**src/rtl/dpmem_bist_ctrl_if.sv**
```systemverilog
// Bus between the BIST controller and the 64x32 dual-port distributed memory.
// Port A (a/d/we/spo) writes and reads; port DPRA (dpra/dpo) only reads.
interface dpmem_bist_ctrl_if #(
    parameter int ADDR_W = 6,
    parameter int DATA_W = 32
);
    logic [ADDR_W-1:0] mem_a;
    logic [DATA_W-1:0] mem_d;
    logic              mem_we;
    logic [ADDR_W-1:0] mem_dpra;
    logic [DATA_W-1:0] mem_spo;
    logic [DATA_W-1:0] mem_dpo;

    modport master (
        output mem_a, mem_d, mem_we, mem_dpra,
        input  mem_spo, mem_dpo
    );

    modport slave (
        input  mem_a, mem_d, mem_we, mem_dpra,
        output mem_spo, mem_dpo
    );
endinterface

```
**src/rtl/dpmem_bist_ctrl.sv**
```systemverilog
// Memory self-test: writes base+addr to every word, then reads both ports in opposite
// directions at once and reports pass, mismatch count and first failing address.
module dpmem_bist_ctrl #(
    parameter int ADDR_W = 6,
    parameter int DATA_W = 32
) (
    input  logic                clk,
    input  logic                rstn,
    input  logic                i_start,
    input  logic [DATA_W-1:0]   i_base,
    dpmem_bist_ctrl_if.master   bus,
    output logic                o_busy,
    output logic                o_done,
    output logic                o_pass,
    output logic [ADDR_W+1:0]   o_err_cnt,
    output logic [ADDR_W-1:0]   o_err_addr
);
    localparam logic [ADDR_W-1:0] LAST = '1;

    typedef enum logic [1:0] {S_IDLE, S_WRITE, S_READ, S_DONE} state_t;

    state_t              r_state;
    state_t              w_next;
    logic [ADDR_W-1:0]   r_addr;
    logic [DATA_W-1:0]   r_base;
    logic [ADDR_W+1:0]   r_err_cnt;
    logic [ADDR_W-1:0]   r_err_addr;
    logic                r_pass;

    logic                w_accept;
    logic                w_last;
    logic                w_we;
    logic                w_busy;
    logic                w_done;
    logic [ADDR_W-1:0]   w_a;
    logic [ADDR_W-1:0]   w_dpra;
    logic [DATA_W-1:0]   w_d;
    logic                w_spo_err;
    logic                w_dpo_err;

    function automatic logic [DATA_W-1:0] exp_word(input logic [DATA_W-1:0] b,
                                                   input logic [ADDR_W-1:0] x);
        return b + DATA_W'(x);
    endfunction

    // Holds at all-ones instead of wrapping; cannot trigger for a full run but guards reuse.
    function automatic logic [ADDR_W+1:0] sat_inc(input logic [ADDR_W+1:0] c,
                                                  input logic [1:0]        inc);
        logic [ADDR_W+2:0] s;
        s = (ADDR_W+3)'(c) + (ADDR_W+3)'(inc);
        return s[ADDR_W+2] ? '1 : s[ADDR_W+1:0];
    endfunction

    always_ff @(posedge clk or negedge rstn) begin
        if (!rstn) r_state <= S_IDLE;
        else       r_state <= w_next;
    end

    always_comb begin
        w_next   = r_state;
        w_accept = 1'b0;
        w_we     = 1'b0;
        w_busy   = 1'b0;
        w_done   = 1'b0;
        w_a      = '0;
        w_d      = '0;
        w_dpra   = '0;
        w_last   = (r_addr == LAST);
        case (r_state)
            S_IDLE: begin
                if (i_start) begin
                    w_accept = 1'b1;
                    w_next   = S_WRITE;
                end
            end
            S_WRITE: begin
                w_we   = 1'b1;
                w_busy = 1'b1;
                w_a    = r_addr;
                w_d    = exp_word(r_base, r_addr);
                w_dpra = r_addr;
                if (w_last) w_next = S_READ;
            end
            S_READ: begin
                w_busy = 1'b1;
                w_a    = r_addr;
                w_dpra = LAST - r_addr;
                if (w_last) w_next = S_DONE;
            end
            S_DONE: begin
                w_done = 1'b1;
                w_next = S_IDLE;
            end
            default: w_next = S_IDLE;
        endcase
    end

    assign w_spo_err = (r_state == S_READ) && (bus.mem_spo != exp_word(r_base, w_a));
    assign w_dpo_err = (r_state == S_READ) && (bus.mem_dpo != exp_word(r_base, w_dpra));

    // Seed register carries no reset; it is only ever used after an accepted start.
    always_ff @(posedge clk) begin
        if (w_accept) r_base <= i_base;
    end

    always_ff @(posedge clk or negedge rstn) begin
        if (!rstn) begin
            r_addr     <= '0;
            r_err_cnt  <= '0;
            r_err_addr <= '0;
            r_pass     <= 1'b0;
        end else if (w_accept) begin
            r_addr     <= '0;
            r_err_cnt  <= '0;
            r_err_addr <= '0;
            r_pass     <= 1'b0;
        end else begin
            if (r_state == S_WRITE || r_state == S_READ)
                r_addr <= r_addr + 1'b1;
            if (r_state == S_READ) begin
                r_err_cnt <= sat_inc(r_err_cnt, {1'b0, w_spo_err} + {1'b0, w_dpo_err});
                // Only the first failing cycle of a run records an address; spo wins a tie.
                if (r_err_cnt == '0 && (w_spo_err || w_dpo_err))
                    r_err_addr <= w_spo_err ? w_a : w_dpra;
            end
            if (r_state == S_DONE)
                r_pass <= (r_err_cnt == '0);
        end
    end

    assign bus.mem_a    = w_a;
    assign bus.mem_d    = w_d;
    assign bus.mem_we   = w_we;
    assign bus.mem_dpra = w_dpra;
    assign o_busy       = w_busy;
    assign o_done       = w_done;
    assign o_pass       = r_pass;
    assign o_err_cnt    = r_err_cnt;
    assign o_err_addr   = r_err_addr;
endmodule

```
**src/flat_wrapper.sv**
```systemverilog
// flat-port wrapper written by rule: the top's interface ports become plain ports
module dpmem_bist_ctrl_flat 
#(
    parameter int ADDR_W = 6,
    parameter int DATA_W = 32
)
  (clk, rstn, i_start, i_base, o_busy, o_done, o_pass, o_err_cnt, o_err_addr, bus_mem_a, bus_mem_d, bus_mem_we, bus_mem_dpra, bus_mem_spo, bus_mem_dpo);
  dpmem_bist_ctrl_if #(.ADDR_W(ADDR_W), .DATA_W(DATA_W)) bus_i ();
  input  logic clk;
  input  logic rstn;
  input  logic i_start;
  input  logic [DATA_W-1:0] i_base;
  output logic o_busy;
  output logic o_done;
  output logic o_pass;
  output logic [ADDR_W+1:0] o_err_cnt;
  output logic [ADDR_W-1:0] o_err_addr;
  output wire logic [$bits(bus_i.mem_a)-1:0] bus_mem_a;
  output wire logic [$bits(bus_i.mem_d)-1:0] bus_mem_d;
  output wire logic [$bits(bus_i.mem_we)-1:0] bus_mem_we;
  output wire logic [$bits(bus_i.mem_dpra)-1:0] bus_mem_dpra;
  input wire logic [$bits(bus_i.mem_spo)-1:0] bus_mem_spo;
  input wire logic [$bits(bus_i.mem_dpo)-1:0] bus_mem_dpo;
  assign bus_mem_a = bus_i.mem_a;
  assign bus_mem_d = bus_i.mem_d;
  assign bus_mem_we = bus_i.mem_we;
  assign bus_mem_dpra = bus_i.mem_dpra;
  assign bus_i.mem_spo = bus_mem_spo;
  assign bus_i.mem_dpo = bus_mem_dpo;
  dpmem_bist_ctrl #(.ADDR_W(ADDR_W), .DATA_W(DATA_W)) u_core (.clk(clk), .rstn(rstn), .i_start(i_start), .i_base(i_base), .bus(bus_i), .o_busy(o_busy), .o_done(o_done), .o_pass(o_pass), .o_err_cnt(o_err_cnt), .o_err_addr(o_err_addr));
endmodule
```
**config.mk**
```make
export PLATFORM = sky130hd
export DESIGN_NAME = dpmem_bist_ctrl_flat
export DESIGN_NICKNAME = d
export VERILOG_FILES = /design/src/rtl/dpmem_bist_ctrl_if.sv /design/src/rtl/dpmem_bist_ctrl.sv /design/src/flat_wrapper.sv
export SDC_FILE = /design/constraint.sdc
export NUM_CORES = 1
export LEC_CHECK = 0
export ABC_AREA = 1
export CORE_AREA = 5 5 159 145
export CTS_CLUSTER_DIAMETER = 50
export DETAILED_ROUTE_END_ITERATION = 16
export DIE_AREA = 0 0 164 150
export SLEW_MARGIN = 20
export SYNTH_ARGS = -nofsm -noshare
export SYNTH_HDL_FRONTEND = slang
export SYNTH_SLANG_ARGS = --single-unit
```
**constraint.sdc**
```tcl
create_clock -name clk -period 13.32 [get_ports clk]
set_input_delay 1.332 -clock clk [delete_from_list [all_inputs] [get_ports clk]]
set_output_delay 1.332 -clock clk [all_outputs]
set_load 0.02 [all_outputs]
```
---- Yosys cells after proc, flatten, opt, wreduce, memory -nomap -nowiden ----
Index checks and enable logic that the tools add are counted.
word-level totals
  bits in registers ....................... 55
  input port bits ......................... 99
  word-level logic and storage cells ...... 59
operators by class
  add/subtract/negate cells ............... 7
  eq/ne operators ......................... 9
  multiplexer cells ....................... 23
  reduce and logical (&&, ||, !) cells .... 14
operator list
  operator               number
  $add A32 B6 Y32        3
  $ne A32 B32 Y1         2
  $mux W6                7
  $mux W32               1
  $mux W8                3
  $pmux W6 S2            1
  $add A8 B2 Y9          1
  $logic_not A8 Y1       1
  $pmux W2 S4            1
  $reduce_bool A2 Y1     4
  $mux W1                7
  $add A6 B1 Y6 const B  1
  $eq A6 B6 Y1 const B   1
  $mux W2                3
  $sub A6 B6 Y6 const A  1
  $eq A2 B2 Y1 const B   2
  $ne A2 B1 Y1 const B   2
  $logic_and A1 B1 Y1    3
  $reduce_and A3 Y1      1
  $add A1 B1 Y2          1
  $eq A2 B1 Y1 const B   1
  $logic_not A2 Y1       1
  $logic_or A1 B1 Y1     2
  $ne A2 B2 Y1 const B   1
  other kinds (2)        2

---- Longest topological paths before layout ----
  word-level depth ........................ 11
  gate-level depth with buffers ........... 34
  depth with buffers taken out ............ 33

---- Worst setup path after synthesis ----
Ideal clock, no wire load.
  path type ............................... reg-to-reg
  start ................................... register u_core.r_state[0]
  end ..................................... register u_core.r_err_cnt[3] (netlist: u_core.o_err_cnt[3])
  library setup time ...................... 0.129 ns
  arrival time ............................ 4.623 ns
  required time ........................... 13.191 ns
  slack ................................... 8.568 ns
  cell stages (with the launch flop) ...... 29
  clock period less this slack ............ 4.752 ns
  cell sequence ........................... dfrtp_1 -> inv_1 -> ha_1 -> inv_1 -> o21ai_0 -> ha_1 -> inv_1 -> fa_1 -> o21ai_1 -> a21oi_1 -> nor2_1 -> nand2_1 -> nand2_1 -> a21o_1 -> nand2_1 -> nor2_1 -> nand2_1 -> nor2_1 -> nand3_1 -> nand2_1 -> inv_1 -> fa_1 -> ha_1 -> nand4_1 -> nor2_1 -> nand2_1 -> nor2_1 -> o21ai_0 -> o21ai_0
on the way
  elaborated cells on any way between the ends .. 19
  those cells by class .................... 4 x add/sub; 4 x eq/ne; 6 x mux; 5 x reduce/logical
RTL lines
  what                                          RTL line                text
  start: declaration                            dpmem_bist_ctrl.sv:22   state_t r_state;
  start signal: assignment                      dpmem_bist_ctrl.sv:56   else r_state <= w_next;
  $eq A2 B2 Y1 or $eq A2 B1 Y1 (tied branches)  dpmem_bist_ctrl.sv:69   case (r_state)
  $pmux W6 S2 (*)                               dpmem_bist_ctrl.sv:69
  named net bus_mem_dpra[0]                     flat_wrapper.sv:21      output wire logic [$bits(bus_i.mem_dpra)-1:0] bus_mem_dpra;
  $add A32 B6 Y32 (*)                           dpmem_bist_ctrl.sv:43   return b + DATA_W'(x);
  $ne A32 B32 Y1 (*)                            dpmem_bist_ctrl.sv:99   assign w_dpo_err = (r_state == S_READ) && (bus.mem_dpo != exp_word(r_base, w_dpra));
  $logic_and A1 B1 Y1 (*)                       dpmem_bist_ctrl.sv:99
  $add A1 B1 Y2 (*)                             dpmem_bist_ctrl.sv:121  r_err_cnt <= sat_inc(r_err_cnt, {1'b0, w_spo_err} + {1'b0, w_dpo_err});
  $add A8 B2 Y9 (*)                             dpmem_bist_ctrl.sv:50   s = (ADDR_W+3)'(c) + (ADDR_W+3)'(inc);
  $mux W8 (*)                                   dpmem_bist_ctrl.sv:51   return s[ADDR_W+2] ? '1 : s[ADDR_W+1:0];
  $mux W8 (*)                                   dpmem_bist_ctrl.sv:120  if (r_state == S_READ) begin
  $mux W8 (*)                                   dpmem_bist_ctrl.sv:112  end else if (w_accept) begin
  end signal: assignment                        dpmem_bist_ctrl.sv:121
  end: declaration                              dpmem_bist_ctrl.sv:26   logic [ADDR_W+1:0] r_err_cnt;
Mark *: on every way through the listed nets, which the timed path passes. The rest lies on a longest branch. The select of a mux whose other input is x is not followed.
A chain may end at the register's enable or synchronous reset.

---- Worst setup path after layout ----
  start ................................... register u_core.r_state[0]
  end ..................................... register u_core.r_err_cnt[3] (netlist: u_core.o_err_cnt[3])
on the way
  longest elaborated chain between the ends .. 11
  elaborated cells on any way between the ends .. 19
  those cells by class .................... 4 x add/sub; 4 x eq/ne; 6 x mux; 5 x reduce/logical
RTL lines
  what                                          RTL line                                                             text
  $eq A2 B1 Y1 or $eq A2 B2 Y1 (tied branches)  dpmem_bist_ctrl.sv:69, dpmem_bist_ctrl.sv:98, dpmem_bist_ctrl.sv:99
  $reduce_or A2 Y1 (no source line)             n/a
  $mux W6                                       dpmem_bist_ctrl.sv:69
  $add A32 B6 Y32                               dpmem_bist_ctrl.sv:43
  $ne A32 B32 Y1                                dpmem_bist_ctrl.sv:98                                                assign w_spo_err = (r_state == S_READ) && (bus.mem_spo != exp_word(r_base, w_a));
  $logic_and A1 B1 Y1                           dpmem_bist_ctrl.sv:98
  $add A1 B1 Y2                                 dpmem_bist_ctrl.sv:121
  $add A8 B2 Y9                                 dpmem_bist_ctrl.sv:50
  $mux W8                                       dpmem_bist_ctrl.sv:51
  $mux W8                                       dpmem_bist_ctrl.sv:120
  $mux W8                                       dpmem_bist_ctrl.sv:112
Parallel ways exist; a longest one is shown, timed or not. The select of a mux whose other input is x is not followed.

==> impl_metrics.env <==
export IMPL_skew_ns=0.00952
export IMPL_synth_area_leaders="edfxtp_1 15%, nand2_1 14%, nand3_1 9.3%, dfrtp_1 9.2%, inv_1 8.4%"
export IMPL_die_w_um=164
export IMPL_cts_root_buf="clkbuf_16"
export IMPL_firstDrtPassIters=5
export IMPL_cts_max_path_buffers=2
export IMPL_synth_area_per_cell_um2=6.49
export IMPL_start_util=0.293
export IMPL_cp_top_family="simple AND/OR/NAND/NOR gates"
export IMPL_hold_path_class="reg -> reg"
export IMPL_ant_nets=0
export IMPL_hold_start="u_core.o_err_addr[3]$_DFFE_PN0P_"
export IMPL_cts_setup_buffers=0
export IMPL_crit_fanout=12
export IMPL_numCtsBuffers=5
export IMPL_synth_flop_cell="edfxtp_1"
export IMPL_ys_types=46
export IMPL_synth_fp_nets=1091
export IMPL_start_kind="register"
export IMPL_synthCells=964
export IMPL_core_area_mm2=0.0213
export IMPL_antenna_found_initial=0
export IMPL_hold_end="u_core.o_err_addr[3]$_DFFE_PN0P_"
export IMPL_grtUsageMet2=0.301
export IMPL_ys_seq_area_frac=0.246
export IMPL_synth_edff_count=32
export IMPL_ys_seq_elements=55
export IMPL_via_per_inst=4.95
export IMPL_hold_violations=0
export IMPL_ys_warn_count=0
export IMPL_holdPathStages=2
export IMPL_crit_buf_inv=3
export IMPL_slew_headroom=0.520
export IMPL_path_class="reg -> reg"
export IMPL_slowest_stage="nor2_1"
export IMPL_syn_area_mm2=0.00625
export IMPL_final_max_slew_viol_count=0
export IMPL_cts_tree="yes"
export IMPL_cellPowerDensity_mw_per_mm2=48.3
export IMPL_fmax_ghz=0.168
export IMPL_async_reset_ff_frac=0.418
export IMPL_antenna_cells=0
export IMPL_cts_sinks=55
export IMPL_rr_endpoint="u_core.o_err_cnt[3]$_DFFE_PN0P_"
export IMPL_reg2reg_from="u_core.r_state[0]$_DFFE_PN0P_"
export IMPL_max_cap_viol_count=0
export IMPL_drtIter0Drc=740
export IMPL_synth_top_area_share=0.154
export IMPL_setup_viol=0
export IMPL_place_inst=1399
export IMPL_drc=0
export IMPL_peakVddDrop_uv=63.3
export IMPL_p_leak_uw=0.00370
export IMPL_setup_tns_ns=0
export IMPL_min_period_over_period=0.447
export IMPL_grt_use_total=0.196
export IMPL_routed_wirelength_mm=24.7
export IMPL_cp_data_required_time_ns=13.51
export IMPL_finalPower_uw=402
export IMPL_post_cts_hold_buffer_count=0
export IMPL_htreeDepth=2
export IMPL_max_stage_delay_ns=0.63
export IMPL_grt_max_degree=25
export IMPL_portBuffers=160
export IMPL_globalplace_congestion=0.996
export IMPL_grt_pass1_vias=6624
export IMPL_insertion_delay_ns=0.32
export IMPL_gr_max_usage_layer="met2"
export IMPL_die_h_um=150
export IMPL_reg2reg_slack_ns=7.36
export IMPL_io_pin_count=161
export IMPL_cts_repair_resized=0
export IMPL_final_cells=1407
export IMPL_wl_per_cell_um=17.6
export IMPL_tightest_slew_ns=0.717
export IMPL_cp_num_cells=26
export IMPL_period_needed_ns=5.96
export IMPL_vias=6964
export IMPL_cp_end_kind="register"
export IMPL_layout_drive_gt1_share=0.0412
export IMPL_synth_largest_area_cell="edfxtp_1"
export IMPL_area_growth_pct=33.0
export IMPL_rsz0062_at_grt="no"
export IMPL_grt_ovfl_total=0
export IMPL_cp_arrival_ns=6.15
export IMPL_place_hpwl_mm=20.6
export IMPL_rows=51
export IMPL_use_met1=0.281
export IMPL_groute_layer_met3_usage=0.0380
export IMPL_rr_worst_depth=26
export IMPL_grt_pass1_wl_mm=36.9
export IMPL_status="complete, no violations"
export IMPL_clkTransAtPathRegs_ns=0.08
export IMPL_num_nets_final=1242
export IMPL_die_area_mm2=0.0246
-- logic make-up after synthesis --
kind of cell / after synthesis / share of synthesized area
buffers and inverters: 162 / 0.101
adder cells (fa/ha/maj): 28 / 0.0596
AND/OR/NAND/NOR: 536 / 0.386
XOR/XNOR: 78 / 0.111
AO/OA/AOI/OAI: 105 / 0.0960
flip-flops: 55 / 0.246
-- layout by cell type, fill, tap and decap left out, types with 3 or more instances in the layout --
cell             count
o21ai_0             35
nand4_1             28
nand3b_1             5
nand3_1            116
nor2_2               7
a21o_1               9
a21oi_1             40
clkdlybuf4s50_1    159
nor2_1              89
ha_1                25
o22ai_1              4
nand2_2              9
nand2_1            229
fa_1                 3
o21ai_1              3
a211oi_1             3
xnor2_1             22
inv_2                3
edfxtp_1            32
nand2_4              4
nor4_1               4
dfrtp_1             23
clkbuf_16            5
or2_2                6
xor2_1              55
inv_1              140
nor3_1              31
-- worst register-to-register path, cell delays in order (launching register included) --
cell	delay, ns
dfrtp_1	0.42
inv_1	0.16
ha_1	0.50
inv_1	0.22
o21ai_0	0.52
ha_1	0.35
nand2_1	0.07
o21ai_1	0.28
a21oi_1	0.29
nor2_1	0.63
nand3_1	0.25
nand3_1	0.21
nand2_1	0.07
nor2_1	0.10
nand2_1	0.05
nor2_1	0.13
nand3_1	0.14
nand2_1	0.16
inv_1	0.07
fa_1	0.39
ha_1	0.22
nand4_1	0.11
nor2_1	0.06
nand2_1	0.08
nor2_1	0.10
o21ai_0	0.15
o21ai_0	0.10
-- metrics by stage --
step	setup WS [ns]	hold slack (ns)	area, um2	util
6_report	7.36	0.519	8320	0.390
5_1_grt	6.93	0.544	8320	0.390
4_1_cts	7.51	0.524	8320	0.391
3_5_place_dp	7.52	0.500	8140	0.382
3_3_place_gp	7.49	0.499	8140	0.382
2_1_floorplan	8.57	0.525	6250	-
-- state kept, by name (all words and copies together) (netlist names) --
| register | cells |
|---|---|
| u_core.r_addr | 6 |
| u_core.r_state | 2 |
| u_core.r_base | 32 |
| u_core.o_pass | 1 |
| u_core.o_err_cnt | 8 |
| u_core.o_err_addr | 6 |
-- per-layer routing --
metal,wire [um],share of wire
met1,11500,0.46
met2,10600,0.43
met3,2020,0.082
met4,623,0.025
met5,0,0
-- synthesized netlist by cell type (7+ instances only) --
master	number
nand2_1	229
inv_1	140
nand3_1	116
nor2_1	89
xor2_1	55
a21oi_1	40
o21ai_0	35
edfxtp_1	32
nor3_1	31
nand4_1	28
ha_1	25
dfrtp_1	23
xnor2_1	22
a21o_1	9
clkbuf_1	9
nand2_2	9
nor2_2	7
-- cell type report --
type | instances | area (um2)
fill | 2272 | 13000
multi-input combinational | 747 | 4090
timing repair buffer | 162 | 1610
sequential | 55 | 1540
inverter | 144 | 541
tap | 291 | 364
clock buffer | 5 | 125
clock inverter | 3 | 55.1
-- how the worst max path moves through the flow --
stage / start / to / slack (ns)
floorplan: u_core.r_state[0]$_DFFE_PN0P_ / u_core.o_err_cnt[3]$_DFFE_PN0P_ / 8.57
global placement: u_core.r_state[0]$_DFFE_PN0P_ / u_core.o_err_cnt[3]$_DFFE_PN0P_ / 7.49
detailed placement: u_core.r_state[0]$_DFFE_PN0P_ / u_core.o_err_cnt[3]$_DFFE_PN0P_ / 7.52
CTS: u_core.r_state[0]$_DFFE_PN0P_ / u_core.o_err_cnt[3]$_DFFE_PN0P_ / 7.51
global route: u_core.r_state[0]$_DFFE_PN0P_ / u_core.o_err_cnt[3]$_DFFE_PN0P_ / 6.93
finish: u_core.r_state[0]$_DFFE_PN0P_ / u_core.o_err_cnt[3]$_DFFE_PN0P_ / 7.36
-- power by group --
part | internal [uW] | switching [uW]
Combinational | 34.6 | 21.7
Clock | 91.0 | 73.9
Sequential | 180 | 0.00000210
No activity file was read; power rests on OpenSTA's default activity.
